[config.mk]
export PLATFORM = sky130hd
export DESIGN_NAME = ifetch_flat
export DESIGN_NICKNAME = d
export VERILOG_FILES = /design/src/rtl/cpu4_pkg.sv /design/src/rtl/ifetch_if.sv /design/src/rtl/ifetch_mem.sv /design/src/rtl/ifetch.sv /design/src/flat_wrapper.sv
export SDC_FILE = /design/constraint.sdc
export NUM_CORES = 1
export LEC_CHECK = 0
export BUFFER_PORTS_ARGS = -buffer_cell sky130_fd_sc_hd__buf_4
export CORE_MARGIN = 4
export CORE_UTILIZATION = 60
export CTS_BUF_LIST = sky130_fd_sc_hd__clkbuf_16
export CTS_CLUSTER_DIAMETER = 200
export DETAILED_ROUTE_END_ITERATION = 8
export HOLD_SLACK_MARGIN = 0.03
export PLACE_DENSITY = 0.79
export SLEW_MARGIN = 20
export SYNTH_ARGS = -nofsm -noshare
export SYNTH_HDL_FRONTEND = slang
export SYNTH_SLANG_ARGS = --single-unit
export TNS_END_PERCENT = 5
[constraint.sdc]
create_clock -name clk -period 2.6 [get_ports clk]
set_input_delay 0.26 -clock clk [delete_from_list [all_inputs] [get_ports clk]]
set_output_delay 0.26 -clock clk [all_outputs]
set_load 0.01 [all_outputs]
[src/rtl/cpu4_pkg.sv]
`default_nettype none
// ============================================================================
// Module      : cpu4_pkg
// Description : Shared ISA constants and fetch FSM state encoding for the
//               4-bit CPU. FS_HALT exists only with IFETCH_HALT_DETECT_EN.
// Revision    : 1.0 - initial release
// ============================================================================
package cpu4_pkg;

    localparam int INS_W  = 11;
    localparam int ADDR_W = 4;

    localparam int OPC_HI = 10;
    localparam int OPC_LO = 8;

    localparam logic [2:0]  OPC_HALT     = 3'b111;
    localparam logic [10:0] INS_SET_PC_0 = 11'b01100000000;

    typedef enum logic [2:0] {
        FS_IDLE  = 3'd0,
        FS_LOAD  = 3'd1,
        FS_START = 3'd2,
        FS_RUN   = 3'd3
`ifdef IFETCH_HALT_DETECT_EN
        ,
        FS_HALT  = 3'd4
`endif
    } fetch_state_t;

endpackage
`default_nettype wire

[src/rtl/ifetch_if.sv]
`default_nettype none
// ============================================================================
// Module      : ifetch_if
// Description : Program-load, control and fetch-output bundle of ifetch.
// Revision    : 1.0 - initial release
// ============================================================================
interface ifetch_if #(
    parameter int INS_W  = cpu4_pkg::INS_W,
    parameter int ADDR_W = cpu4_pkg::ADDR_W
);
    logic              load_req;
    logic              prog_valid;
    logic              prog_ready;
    logic [ADDR_W-1:0] prog_addr;
    logic [INS_W-1:0]  prog_data;
    logic              prog_last;
    logic              start;
    logic              stop;
    logic [ADDR_W-1:0] pc_curr;
    logic [INS_W-1:0]  ins;
    logic              ins_valid;
    logic              set_pc;
    logic              halted;

    modport master (
        output load_req, prog_valid, prog_addr, prog_data, prog_last,
               start, stop, pc_curr,
        input  prog_ready, ins, ins_valid, set_pc, halted
    );

    modport slave (
        input  load_req, prog_valid, prog_addr, prog_data, prog_last,
               start, stop, pc_curr,
        output prog_ready, ins, ins_valid, set_pc, halted
    );
endinterface
`default_nettype wire

[src/rtl/ifetch_mem.sv]
`default_nettype none
// ============================================================================
// Module      : ifetch_mem
// Description : Instruction register file, synchronous write, asynchronous
//               read, contents intentionally not reset.
// Revision    : 1.0 - initial release
// ============================================================================
module ifetch_mem #(
    parameter int INS_W  = 11,
    parameter int ADDR_W = 4
) (
    input  wire logic              clk,
    input  wire logic              i_we,
    input  wire logic [ADDR_W-1:0] i_waddr,
    input  wire logic [INS_W-1:0]  i_wdata,
    input  wire logic [ADDR_W-1:0] i_raddr,
    output logic      [INS_W-1:0]  o_rdata
);
    logic [INS_W-1:0] r_mem [2**ADDR_W];

    always_ff @(posedge clk) begin
        if (i_we) begin
            r_mem[i_waddr] <= i_wdata;
        end
    end

    assign o_rdata = r_mem[i_raddr];
endmodule
`default_nettype wire

[src/rtl/ifetch.sv]
`default_nettype none
// ============================================================================
// Module      : ifetch
// Description : Instruction fetch stage: program load, PC-init issue and
//               registered fetch. Option macro: IFETCH_HALT_DETECT_EN.
// Revision    : 1.0 - initial release
// ============================================================================
module ifetch #(
    parameter int INS_W  = cpu4_pkg::INS_W,
    parameter int ADDR_W = cpu4_pkg::ADDR_W
) (
    input  wire logic clk,
    input  wire logic rst_n,
    ifetch_if.slave   bus
);
    import cpu4_pkg::*;

    fetch_state_t     r_state;
    logic [INS_W-1:0] r_ins;
    logic             r_ins_valid;
    logic             r_set_pc;
    logic             r_prog_ready;
    logic [INS_W-1:0] w_rd_data;
    logic             w_prog_we;

    // prog_ready is high exactly while in LOAD; a handshake in a reset cycle is dropped.
    assign w_prog_we = rst_n && r_prog_ready && bus.prog_valid;

    ifetch_mem #(
        .INS_W  (INS_W),
        .ADDR_W (ADDR_W)
    ) u_mem (
        .clk     (clk),
        .i_we    (w_prog_we),
        .i_waddr (bus.prog_addr),
        .i_wdata (bus.prog_data),
        .i_raddr (bus.pc_curr),
        .o_rdata (w_rd_data)
    );

`ifdef IFETCH_HALT_DETECT_EN
    logic r_halted;
    assign bus.halted = r_halted;
`else
    assign bus.halted = 1'b0;
`endif

    // Outputs are registered alongside the state they belong to.
    always_ff @(posedge clk) begin
        if (!rst_n) begin
            r_state      <= FS_IDLE;
            r_ins        <= '0;
            r_ins_valid  <= 1'b0;
            r_set_pc     <= 1'b0;
            r_prog_ready <= 1'b0;
`ifdef IFETCH_HALT_DETECT_EN
            r_halted     <= 1'b0;
`endif
        end else begin
            case (r_state)
                FS_IDLE: begin
                    r_ins_valid <= 1'b0;
                    r_set_pc    <= 1'b0;
                    if (bus.load_req) begin
                        r_state      <= FS_LOAD;
                        r_prog_ready <= 1'b1;
                    end else if (bus.start) begin
                        r_state     <= FS_START;
                        r_ins       <= INS_SET_PC_0;
                        r_set_pc    <= 1'b1;
                        r_ins_valid <= 1'b1;
                    end
                end
                FS_LOAD: begin
                    r_ins_valid <= 1'b0;
                    r_set_pc    <= 1'b0;
                    if (bus.prog_valid && bus.prog_last) begin
                        r_state      <= FS_IDLE;
                        r_prog_ready <= 1'b0;
                    end
                end
                FS_START: begin
                    r_state     <= FS_RUN;
                    r_ins       <= w_rd_data;
                    r_ins_valid <= 1'b1;
                    r_set_pc    <= 1'b0;
                end
                FS_RUN: begin
                    r_set_pc <= 1'b0;
                    if (bus.stop) begin
                        r_state     <= FS_IDLE;
                        r_ins_valid <= 1'b0;
`ifdef IFETCH_HALT_DETECT_EN
                    end else if (r_ins[OPC_HI:OPC_LO] == OPC_HALT) begin
                        // The halt word has had its single valid cycle.
                        r_state     <= FS_HALT;
                        r_ins_valid <= 1'b0;
                        r_halted    <= 1'b1;
`endif
                    end else begin
                        r_ins       <= w_rd_data;
                        r_ins_valid <= 1'b1;
                    end
                end
`ifdef IFETCH_HALT_DETECT_EN
                FS_HALT: begin
                    r_ins_valid <= 1'b0;
                    r_set_pc    <= 1'b0;
                    if (bus.load_req) begin
                        r_state      <= FS_LOAD;
                        r_prog_ready <= 1'b1;
                        r_halted     <= 1'b0;
                    end else if (bus.start) begin
                        r_state     <= FS_START;
                        r_ins       <= INS_SET_PC_0;
                        r_set_pc    <= 1'b1;
                        r_ins_valid <= 1'b1;
                        r_halted    <= 1'b0;
                    end
                end
`endif
                default: begin
                    r_state      <= FS_IDLE;
                    r_ins_valid  <= 1'b0;
                    r_set_pc     <= 1'b0;
                    r_prog_ready <= 1'b0;
                end
            endcase
        end
    end

    assign bus.ins        = r_ins;
    assign bus.ins_valid  = r_ins_valid;
    assign bus.set_pc     = r_set_pc;
    assign bus.prog_ready = r_prog_ready;
endmodule
`default_nettype wire

[src/flat_wrapper.sv]
// flat-port wrapper written by rule: the top's interface ports become plain ports
module ifetch_flat import cpu4_pkg::*;
#(
    parameter int INS_W  = cpu4_pkg::INS_W,
    parameter int ADDR_W = cpu4_pkg::ADDR_W
)
  (clk, rst_n, bus_load_req, bus_prog_valid, bus_prog_addr, bus_prog_data, bus_prog_last, bus_start, bus_stop, bus_pc_curr, bus_prog_ready, bus_ins, bus_ins_valid, bus_set_pc, bus_halted);
  ifetch_if #(.INS_W(INS_W), .ADDR_W(ADDR_W)) bus_i ();
  input  wire logic clk;
  input  wire logic rst_n;
  input wire logic [$bits(bus_i.load_req)-1:0] bus_load_req;
  input wire logic [$bits(bus_i.prog_valid)-1:0] bus_prog_valid;
  input wire logic [$bits(bus_i.prog_addr)-1:0] bus_prog_addr;
  input wire logic [$bits(bus_i.prog_data)-1:0] bus_prog_data;
  input wire logic [$bits(bus_i.prog_last)-1:0] bus_prog_last;
  input wire logic [$bits(bus_i.start)-1:0] bus_start;
  input wire logic [$bits(bus_i.stop)-1:0] bus_stop;
  input wire logic [$bits(bus_i.pc_curr)-1:0] bus_pc_curr;
  output wire logic [$bits(bus_i.prog_ready)-1:0] bus_prog_ready;
  output wire logic [$bits(bus_i.ins)-1:0] bus_ins;
  output wire logic [$bits(bus_i.ins_valid)-1:0] bus_ins_valid;
  output wire logic [$bits(bus_i.set_pc)-1:0] bus_set_pc;
  output wire logic [$bits(bus_i.halted)-1:0] bus_halted;
  assign bus_i.load_req = bus_load_req;
  assign bus_i.prog_valid = bus_prog_valid;
  assign bus_i.prog_addr = bus_prog_addr;
  assign bus_i.prog_data = bus_prog_data;
  assign bus_i.prog_last = bus_prog_last;
  assign bus_i.start = bus_start;
  assign bus_i.stop = bus_stop;
  assign bus_i.pc_curr = bus_pc_curr;
  assign bus_prog_ready = bus_i.prog_ready;
  assign bus_ins = bus_i.ins;
  assign bus_ins_valid = bus_i.ins_valid;
  assign bus_set_pc = bus_i.set_pc;
  assign bus_halted = bus_i.halted;
  ifetch #(.INS_W(INS_W), .ADDR_W(ADDR_W)) u_core (.clk(clk), .rst_n(rst_n), .bus(bus_i));
endmodule
==> summary.md, run 1 <==
| Metric | Value |
|---|---|
| Status | completed |
| Min-delay src | bus_start |
| Synth Area per Inst | 20.9 um^2 |
| TritonCTS clock tree | yes |
| Row count | 40 |
| Post-synth top area share | 0.718 |
| Tightest Pin Transition | 0.658 ns |
| Max Freq | 487 MHz |
| Max stage delay on crit path | 0.75 ns |
| Mapped Area | 7360 um^2 |
| Ant diodes | 0 |
| Max VDD drop | 0.460 mV |
| Top cell family by delay on the critical path | compound AO/OA/AOI/OAI gates |
| Worst reg2reg path startpoint | u_core.r_state[1] |
| Max Buffers Root-to-Sink | 2 |
| Fin. Hold Viols | 0 |
| Distinct cells, synth | 38 |
| Max_slew headroom | 0.560 |
| Worst Path Class, Setup | reg -> reg |
| Drt first-iter violations | 355 |
| RSZ-0062 raised after global routing | no |
| CP max FO | 9 |
| # clock sinks | 192 |
| Hold Path Class | in -> reg |
| Total Neg Setup Slack | 0 ns |
| Port bufs | 39 |
| Layout Area Growth over Synthesis | 15.5% |
| Layout cells sized above 1 | 0.326 |
| Fin crit period | 2.05 ns |
| Max-cap viol count | 0 |
| Synth Area in Adders | 0 |
| GPL Wtd Cong | 0.816 |
| Routed vias | 3768 |
| Worst Path Buf+Inv | 0 |
| Synth Area in Compound Gates | 0.0389 |
| Worst Setup SP | u_core.r_state[1] |
| Vias in the first global route | 3831 |
| TritonCTS Buffers | 17 |
| Wirelength per Cell | 27.3 um |
| Clock transition at path regs | 0.06 ns |
| Largest net degree at the start of global routing | 46 |
| Post-Synth XOR/XNOR Area | 0 |
| WL final | 15.8 mm |
| Nets | 443 |
| Tot GR Track Use | 0.235 |
| Worst Setup Start Kind | register |
| Req. time, crit path | 2.97 ns |
| Crit path DAT | 2.43 ns |
| Die width | 119 um |
| First-pass GRT wire length | 23.3 mm |
| CTS resizes | 0 |
| Core Area | 12000 um^2 |
| Final period util | 0.790 |
| Fill count | 722 |
| CP endpoint kind | register |
| Slew Viols, Final | 0 |
| Die height | 119 um |
| CP Cell Sequence | a21boi_2 -> or4b_1 -> o2bb2ai_1 -> a221o_1 |
| Post-Syn Instances | 352 |
| Ys Warns | 0 |
| Number of I/O pins | 41 |
| DP Worst Slack | 0.511 ns |
| Setup ws final | 0.546 ns |
| Setup violators final | 0 |
| Post-synthesis mux area share | 0.151 |
| DRT antenna net count | 0 |
| Simple-Gate Fraction of Synth Area | 0.0287 |
| Total Die Area | 14100 um^2 |
| Initial antenna violation count | 0 |
| Clock H-tree levels | 4 |
| Post-CTS Setup Inserts | 0 |
| Post-DP HPWL | 8.94 mm |
| Sequential cell area fraction in the yosys report | 0.761 |
| Worst-skew pair later-pin latency | 0.43 ns |
| Leakage Power | 2.90 nW |
| Starting Density | 0.613 |
| #FFs+latches synth | 192 |
| Synth area leader | edfxtp_1 |
| Detailed Routing Iterations Pass 1 | 5 |
| Root Buffer Master | clkbuf_16 |
| PD cells | 724 nW/um^2 |
| Via density per instance | 6.53 |
| Synth top area cells | edfxtp_1 72%, mux4_2 11%, dfxtp_1 4.4% |
| Syn Nets | 378 |
| Total grt overflow | 0 |
| Drt drc | 0 |
| Largest family of logic cells by synthesized area | multiplexers |
| Hold Buf Count CTS | 0 |
| Setup Skew | 0.00852 ns |
| Slowest CP cell | or4b_1 |
power breakdown:
part           switching (mW)  internal [mW]  total (mW)
combinational           0.164          0.142       0.307
sequential             0.0170           3.39        3.41
clock                    1.06           1.39        2.45
total                    1.24           4.92        6.16
metal layers:
| layer | vias up | GRT usage | share of wire |
|---|---|---|---|
| met5 | - | 0 | 0 |
| met1 | 1925 | 0.326 | 0.39 |
| met3 | 33 | 0.0689 | 0.094 |
| met4 | 0 | 0.0869 | 0.026 |
| li1 | 1588 | - | - |
| met2 | 222 | 0.359 | 0.49 |
flip-flops by register name (all words and copies together) (netlist names):
| name | cells |
|---|---|
| u_core.u_mem.r_mem | 176 |
| u_core.bus.ins | 11 |
| u_core.r_state | 2 |
| u_core.bus.ins_valid | 1 |
| u_core.bus.prog_ready | 1 |
| u_core.bus.set_pc | 1 |
worst reg2reg max path: cells and delay by family, from the launching register on:
family	cells	cell delay, ns
compound gates	3	0.85
flops	1	0.40
simple gates	1	0.75
area by class of cell:
| cell class | count | area (um^2) | share of cell area |
|---|---|---|---|
| flip-flops and latches | 192 | 5610 | 0.659 |
| multi-input cells | 133 | 1640 | 0.192 |
| repair buffers | 63 | 485 | 0.0571 |
| clock buffers | 17 | 425 | 0.0500 |
| well taps | 147 | 184 | 0.0216 |
| clock inverters | 15 | 131 | 0.0154 |
| inverters | 10 | 37.5 | 0.00441 |
cells by family after synthesis:
| kind of cell | Yosys count |
|---|---|
| DFF | 192 |
| muxes | 55 |
| other | 1 |
| and+or+nand+nor | 42 |
| AOI/OAI and AO/OA | 35 |
| buffers and inverters | 27 |
synthesized netlist by cell type:
master	number
a31oi_1	4
conb_1	1
a21boi_2	1
buf_6	2
clkbuf_1	9
a22oi_1	2
mux2_2	9
nand2b_1	2
or3b_2	1
mux4_2	35
and4b_1	1
or4b_1	1
a21o_1	1
buf_2	1
edfxtp_1	176
nor2b_1	3
dfxtp_1	16
o21a_1	1
mux2i_1	4
buf_12	1
o21ai_0	3
inv_1	10
o2bb2ai_1	9
nand2_1	6
a221o_1	9
a21oi_1	1
a311oi_1	1
nand3_1	2
mux4_1	7
buf_4	2
o21bai_1	1
and3_1	2
buf_1	2
and2_1	3
o211ai_1	2
or3_1	1
nor2_1	15
nor3_1	5
final timing paths:
path	end	slack (ns)	cells after the start
max	u_core.bus.ins[5]	0.55	4
min	u_core.bus.set_pc	0.07	3
max reg2reg	u_core.bus.ins[5]	0.55	4
min reg2reg	u_core.bus.ins[7]	0.49	1
cells in the final DEF, fill, tap and decap left out, drive strengths merged:
| cell type | n |
|---|---|
| o21a | 1 |
| a22oi | 2 |
| a21boi | 1 |
| a311oi | 1 |
| bufinv | 2 |
| conb | 1 |
| nand2b | 2 |
| or3b | 1 |
| and3 | 2 |
| o211ai | 2 |
| or4b | 1 |
| o21ai | 3 |
| mux4 | 42 |
| nor3 | 5 |
| inv | 14 |
| dfxtp | 16 |
| a21oi | 1 |
| mux2i | 4 |
| buf | 63 |
| clkinv | 7 |
| mux2 | 9 |
| nand3 | 2 |
| a21o | 1 |
| o21bai | 1 |
| nor2b | 3 |
| clkinvlp | 2 |
| and4b | 1 |
| o2bb2ai | 9 |
| or3 | 1 |
| a31oi | 4 |
| nand2 | 6 |
| and2 | 3 |
| edfxtp | 176 |
| clkbuf | 17 |
| a221o | 9 |
| nor2 | 15 |
per-stage QoR:
stage | utilization | hold slack, ns | area [um^2] | power, mW | cells
6_report | 0.708 | 0.0748 | 8500 | 6.16 | 577
3_5_place_dp | 0.662 | 0.478 | 7950 | 3.78 | 545
4_1_cts | 0.708 | 0.0632 | 8500 | 6.20 | 577
2_1_floorplan | - | 0.359 | 7360 | 3.64 | 352
3_3_place_gp | 0.662 | 0.473 | 7950 | 3.77 | 545
5_1_grt | 0.708 | 0.0653 | 8500 | 6.36 | 577
Power figures use the tool's default switching activity.
==> run 2: changes to the inputs <==
clock period = 1.95 ns   (was 2.6 ns; I/O delays follow)
==> run 2 against run 1 <==
Setup slack lost 0.43 ns; fmax grew 12%; register-to-register slack lost 0.43 ns; via count shrank 3.6%; worst hold slack lost 0.025 ns; global-route usage shrank 1.7 points; clock skew shrank 0.00062 ns; design area grew 0.60%; sequential share of layout area shrank 0.40 points; critical path depth is the same; combinational power grew 36%; sequential power grew 33%; highest routed layer unchanged.
==> summary.md, run 2 (synthesis results as in run 1) <==
| Metric | Value |
|---|---|
| Status | completed |
| Clk pwr share | 0.400 |
| Hold slack final | 0.0497 ns |
| WL final | 14.5 mm |
| Commonest non-fill, non-tap cells in the layout | 176 x edfxtp_1, 56 x buf_4, 35 x mux4_2 |
| Initial antenna violation count | 0 |
| Fin. Hold Viols | 0 |
| Die height | 119 um |
| Leakage Power | 2.91 nW |
| Tot GR Track Use | 0.218 |
| Met2 WL post-DR | 7.53 mm |
| Top Layer Used | met4 |
| Core Util, Final | 0.712 |
| Largest net degree at the start of global routing | 32 |
| P_sw | 1.59 mW |
| R2r worst-path depth | 4 |
| Placed Area | 7980 um^2 |
| DRT antenna net count | 0 |
| Max reg flops | 176 |
| Die width | 119 um |
| Ant diodes | 0 |
| RSZ-0062 raised after global routing | no |
| Total Neg Setup Slack | 0 ns |
| Tightest Pin Transition | 0.592 ns |
| Setup violators final | 0 |
| Post-DP HPWL | 9.02 mm |
| Number of I/O pins | 41 |
| Reg-to-Reg End | u_core.bus.ins[1] |
| Total Die Area | 14100 um^2 |
| Max Buffers Root-to-Sink | 2 |
| Nets | 442 |
| TritonCTS clock tree | yes |
| Clock transition at path regs | 0.06 ns |
| CP max FO | 9 |
| Sw frac | 0.192 |
| Max Freq | 544 MHz |
| GPL Wtd Cong | 0.830 |
| Final cell count without fillers | 575 |
| Worst reg2reg path startpoint | u_core.r_state[1] |
| TritonCTS Buffers | 17 |
| Max-cap viol count | 0 |
| Max VDD drop | 0.775 mV |
| Setup ws final | 0.113 ns |
| Dpl cells | 543 |
| First-pass GRT wire length | 22.3 mm |
| Worst Path Class, Setup | reg -> reg |
| Total grt overflow | 0 |
| Vias in the first global route | 3733 |
| Worst Setup Start Kind | register |
| Via density per instance | 6.32 |
| Root Buffer Master | clkbuf_16 |
| Drt drc | 0 |
| Final instance area | 8560 um^2 |
| Slowest CP cell | or4b_1 |
| Min-delay src | rst_n |
| Multi-input gate area in the final layout | 1640 um^2 |
| Fill count | 713 |
| Routed vias | 3632 |
| Worst-skew pair later-pin latency | 0.42 ns |
| # clock sinks | 192 |
| Final period util | 0.942 |
| DP Worst Slack | 0.0913 ns |
| CP endpoint kind | register |
| Core Area | 12000 um^2 |
| Register Area | 5610 um^2 |
| Hold Path Class | in -> reg |
| Req. time, crit path | 2.31 ns |
| Logic pwr share | 0.051 |
| Slew Viols, Final | 0 |
| Met3 routed WL | 1.07 mm |
| Internal Power | 6.68 mW |
| Layout Area Growth over Synthesis | 16.2% |
| Reg2reg setup slack | 0.11 ns |
| Largest Register | u_core.u_mem.r_mem |
| Port bufs | 39 |
| CP Cell Sequence | a21boi_2 -> or4b_1 -> o2bb2ai_1 -> a221o_1 |
| Tot Pwr | 8.27 mW |
| Starting Density | 0.613 |
| Post-Route M1 WL | 5.71 mm |
| Flop pwr share | 0.549 |
| Wirelength per Cell | 25.3 um |
| Crit path DAT | 2.20 ns |
| Setup Skew | 0.00789 ns |
| Commonest non-fill, non-tap cell in the layout | edfxtp_1 |
| Max_slew headroom | 0.605 |
| Detailed Routing Iterations Pass 1 | 7 |
| Clock H-tree levels | 4 |
| PD cells | 966 nW/um^2 |
| Row count | 40 |
| WHS Path Cells | 2 |
| Drt first-iter violations | 266 |
| Layout cells sized above 1 | 0.315 |
| Max stage delay on crit path | 0.69 ns |
| Fin crit period | 1.84 ns |
| Hold path endpoint | u_core.bus.ins_valid |
run 2: power by group through the flow:
| stage | logic [mW] | registers (mW) | clock network, mW |
|---|---|---|---|
| 2_1_floorplan | 0.221 | 4.64 | 0 |
| 5_1_grt | 0.453 | 4.54 | 3.56 |
| 6_report | 0.419 | 4.54 | 3.31 |
| 3_5_place_dp | 0.418 | 4.63 | 0 |
| 4_1_cts | 0.423 | 4.54 | 3.34 |
| 3_3_place_gp | 0.403 | 4.63 | 0 |
run 2: cell type report:
class,instances,area share
Sequential cell,192,0.655
Clock inverter,14,0.0158
Multi-Input combinational cell,133,0.191
Inverter,10,0.00439
Timing Repair Buffer,62,0.0620
Clock buffer,17,0.0497
Tap cell,147,0.0215
run 2: worst max-delay path by stage:
stage | startpoint | end | slack (ns) | cells past startpoint
5_1_grt | u_core.r_state[1] | u_core.bus.ins[1] | 0.04 | 4
2_1_floorplan | rst_n | u_core.u_mem.r_mem[0][0] | -0.15 | 4
3_5_place_dp | u_core.r_state[1] | u_core.bus.ins[7] | 0.09 | 5
3_3_place_gp | u_core.r_state[1] | u_core.bus.ins[3] | 0.09 | 5
6_report | u_core.r_state[1] | u_core.bus.ins[1] | 0.11 | 4
4_1_cts | u_core.r_state[1] | u_core.bus.ins[5] | 0.07 | 5
run 2: metal layers:
layer | global-route usage | vias to the layer above
met4 | 0.0768 | 0
met1 | 0.292 | 1870
li1 | - | 1583
met5 | 0 | -
met3 | 0.0502 | 19
met2 | 0.357 | 160
run 2: timing repair:
| item | CTS | global route |
|---|---|---|
| buffers inserted | 0 | 0 |
| resized for setup | 0 | 1 |
| setup endpoints to repair | 0 | 9 |
| hold buffers | 1 | 0 |
| endpoints found under the hold margin | 1 | 0 |
run 2: worst max-delay path: cells and delay by family, from the launching register on:
kind	cells	cell delay, ns
AND/OR/NAND/NOR	1	0.69
AO/OA/AOI/OAI	3	0.71
flip-flops	1	0.38
==> run 3: changes to the inputs <==
--- a/config.mk
+++ b/config.mk
@@ -8,2 +8,3 @@
 export BUFFER_PORTS_ARGS = -buffer_cell sky130_fd_sc_hd__buf_4
+export CAP_MARGIN = 20
 export CORE_MARGIN = 4
==> constraint.sdc (replaced) <==
create_clock -name clk -period 1.95 [get_ports clk]
set_input_delay 0.2925 -clock clk [delete_from_list [all_inputs] [get_ports clk]]
set_output_delay 0.2925 -clock clk [all_outputs]
set_load 0.01 [all_outputs]
==> run 3 against run 2 <==
Sequential share of layout area down 0.49 points; clock power rose by 2%; non-clock buffer count rose by 8; critical path type unchanged; largest power group unchanged.
==> summary.md, run 3 (synthesis results as in run 1) <==
| Metric | Value |
|---|---|
| Layout cells sized above 1 | 0.336 |
| Crit path DAT | 2.17 ns |
| Final period util | 0.927 |
| Hold Buf Count CTS | 0 |
| Max-cap viol count | 0 |
| Tot Pwr | 8.35 mW |
| Max_slew headroom | 0.547 |
| Number of I/O pins | 41 |
| Total grt overflow | 0 |
| WL final | 15.4 mm |
| CP max FO | 9 |
| Multi-input gate area in the final layout | 1640 um^2 |
| Tightest Pin Transition | 0.678 ns |
| R2r worst-path depth | 5 |
| CP endpoint kind | register |
| Largest Register | u_core.u_mem.r_mem |
| Core Area | 12000 um^2 |
| First-pass GRT wire length | 23.7 mm |
| Detailed Routing Iterations Pass 1 | 5 |
| Total Die Area | 14100 um^2 |
| Worst Setup Start Kind | register |
| Setup ws final | 0.142 ns |
| Post-DP HPWL | 9.19 mm |
| Hold Path Class | in -> reg |
| Via density per instance | 6.55 |
| Max Buffers Root-to-Sink | 2 |
| Starting Density | 0.613 |
| Root Buffer Master | clkbuf_16 |
| Max reg flops | 176 |
| Worst-skew pair later-pin latency | 0.43 ns |
| Drt drc | 0 |
| Wirelength per Cell | 26.3 um |
| Die width | 119 um |
| Fin. Hold Viols | 0 |
| Worst Path Class, Setup | reg -> reg |
| Req. time, crit path | 2.31 ns |
| TritonCTS clock tree | yes |
| Commonest non-fill, non-tap cell in the layout | edfxtp_1 |
| Reg2reg setup slack | 0.14 ns |
| Die height | 119 um |
| Nets | 450 |
| # clock sinks | 192 |
| Layout Area Growth over Synthesis | 17.1% |
| Fill count | 687 |
| Hold slack final | 0.109 ns |
| TritonCTS Buffers | 17 |
| Leakage Power | 2.94 nW |
| DRT antenna net count | 0 |
| Drt first-iter violations | 365 |
| WHS Path Cells | 3 |
| DP Worst Slack | 0.0535 ns |
| Clock transition at path regs | 0.07 ns |
| Slew Viols, Final | 0 |
| Setup Skew | 0.00660 ns |
| Setup violators final | 0 |
| Fin crit period | 1.81 ns |
| Routed vias | 3827 |
| Max VDD drop | 1.02 mV |
| Status | completed |
| Clock H-tree levels | 4 |
| Register Area | 5610 um^2 |
| Commonest non-fill, non-tap cells in the layout | 176 x edfxtp_1, 66 x buf_4, 35 x mux4_2 |
| Largest net degree at the start of global routing | 26 |
| Port bufs | 39 |
| Max Freq | 553 MHz |
| Tot GR Track Use | 0.236 |
| Initial antenna violation count | 0 |
| PD cells | 968 nW/um^2 |
| GPL Wtd Cong | 0.769 |
| RSZ-0062 raised after global routing | no |
| Dpl cells | 552 |
| Vias in the first global route | 3916 |
| Ant diodes | 0 |
| Post-CTS Setup Inserts | 0 |
| Row count | 40 |
| Final cell count without fillers | 584 |
run 3: worst max-delay path, stage by stage (launching register included):
cell and delay [ns]:
dfxtp_1 0.40, a21boi_2 0.23, buf_4 0.16, and4b_1 0.56
o2bb2ai_1 0.24, a221o_1 0.17
run 3: timing repair:
action | 4_1_cts | 5_1_grt
hold endpoints to repair | 0 | 0
setup endpoints to repair | 0 | 3
resized for setup | 0 | 1
run 3: path summary, 6_finish.rpt:
| path | start | to |
|---|---|---|
| min | bus_start | u_core.bus.set_pc |
| min reg2reg | u_core.bus.ins[7] | u_core.bus.ins[7] |
| max | u_core.r_state[1] | u_core.bus.ins[6] |
| max reg2reg | u_core.r_state[1] | u_core.bus.ins[6] |
run 3: final cells by class:
type                       instances  area share
timing repair buffer              70      0.0668
clock buffer                      17      0.0494
inverter                          10     0.00435
tap                              147      0.0213
multi-input combinational        133       0.190
sequential                       192       0.650
clock inverter                    15      0.0179
run 3: metrics by stage:
step / TNS [ns] / area (um^2) / utilization
6_report: 0 / 8620 / 0.718
2_1_floorplan: -3.55 / 7370 / -
5_1_grt: 0 / 8620 / 0.718
3_5_place_dp: 0 / 8040 / 0.669
3_3_place_gp: 0 / 8040 / 0.669
4_1_cts: 0 / 8620 / 0.717
run 3: power breakdown:
part / switching (mW) / leakage [nW] / internal, mW
Clock: 1.40 / 0.285 / 1.99
Sequential: 0.0211 / 1.71 / 4.52
Combinational: 0.215 / 0.945 / 0.202
run 3: routing by layer:
metal	part of all wire	GRT usage
met5	0	0
met2	0.49	0.369
met4	0.036	0.123
met3	0.090	0.0579
met1	0.39	0.312
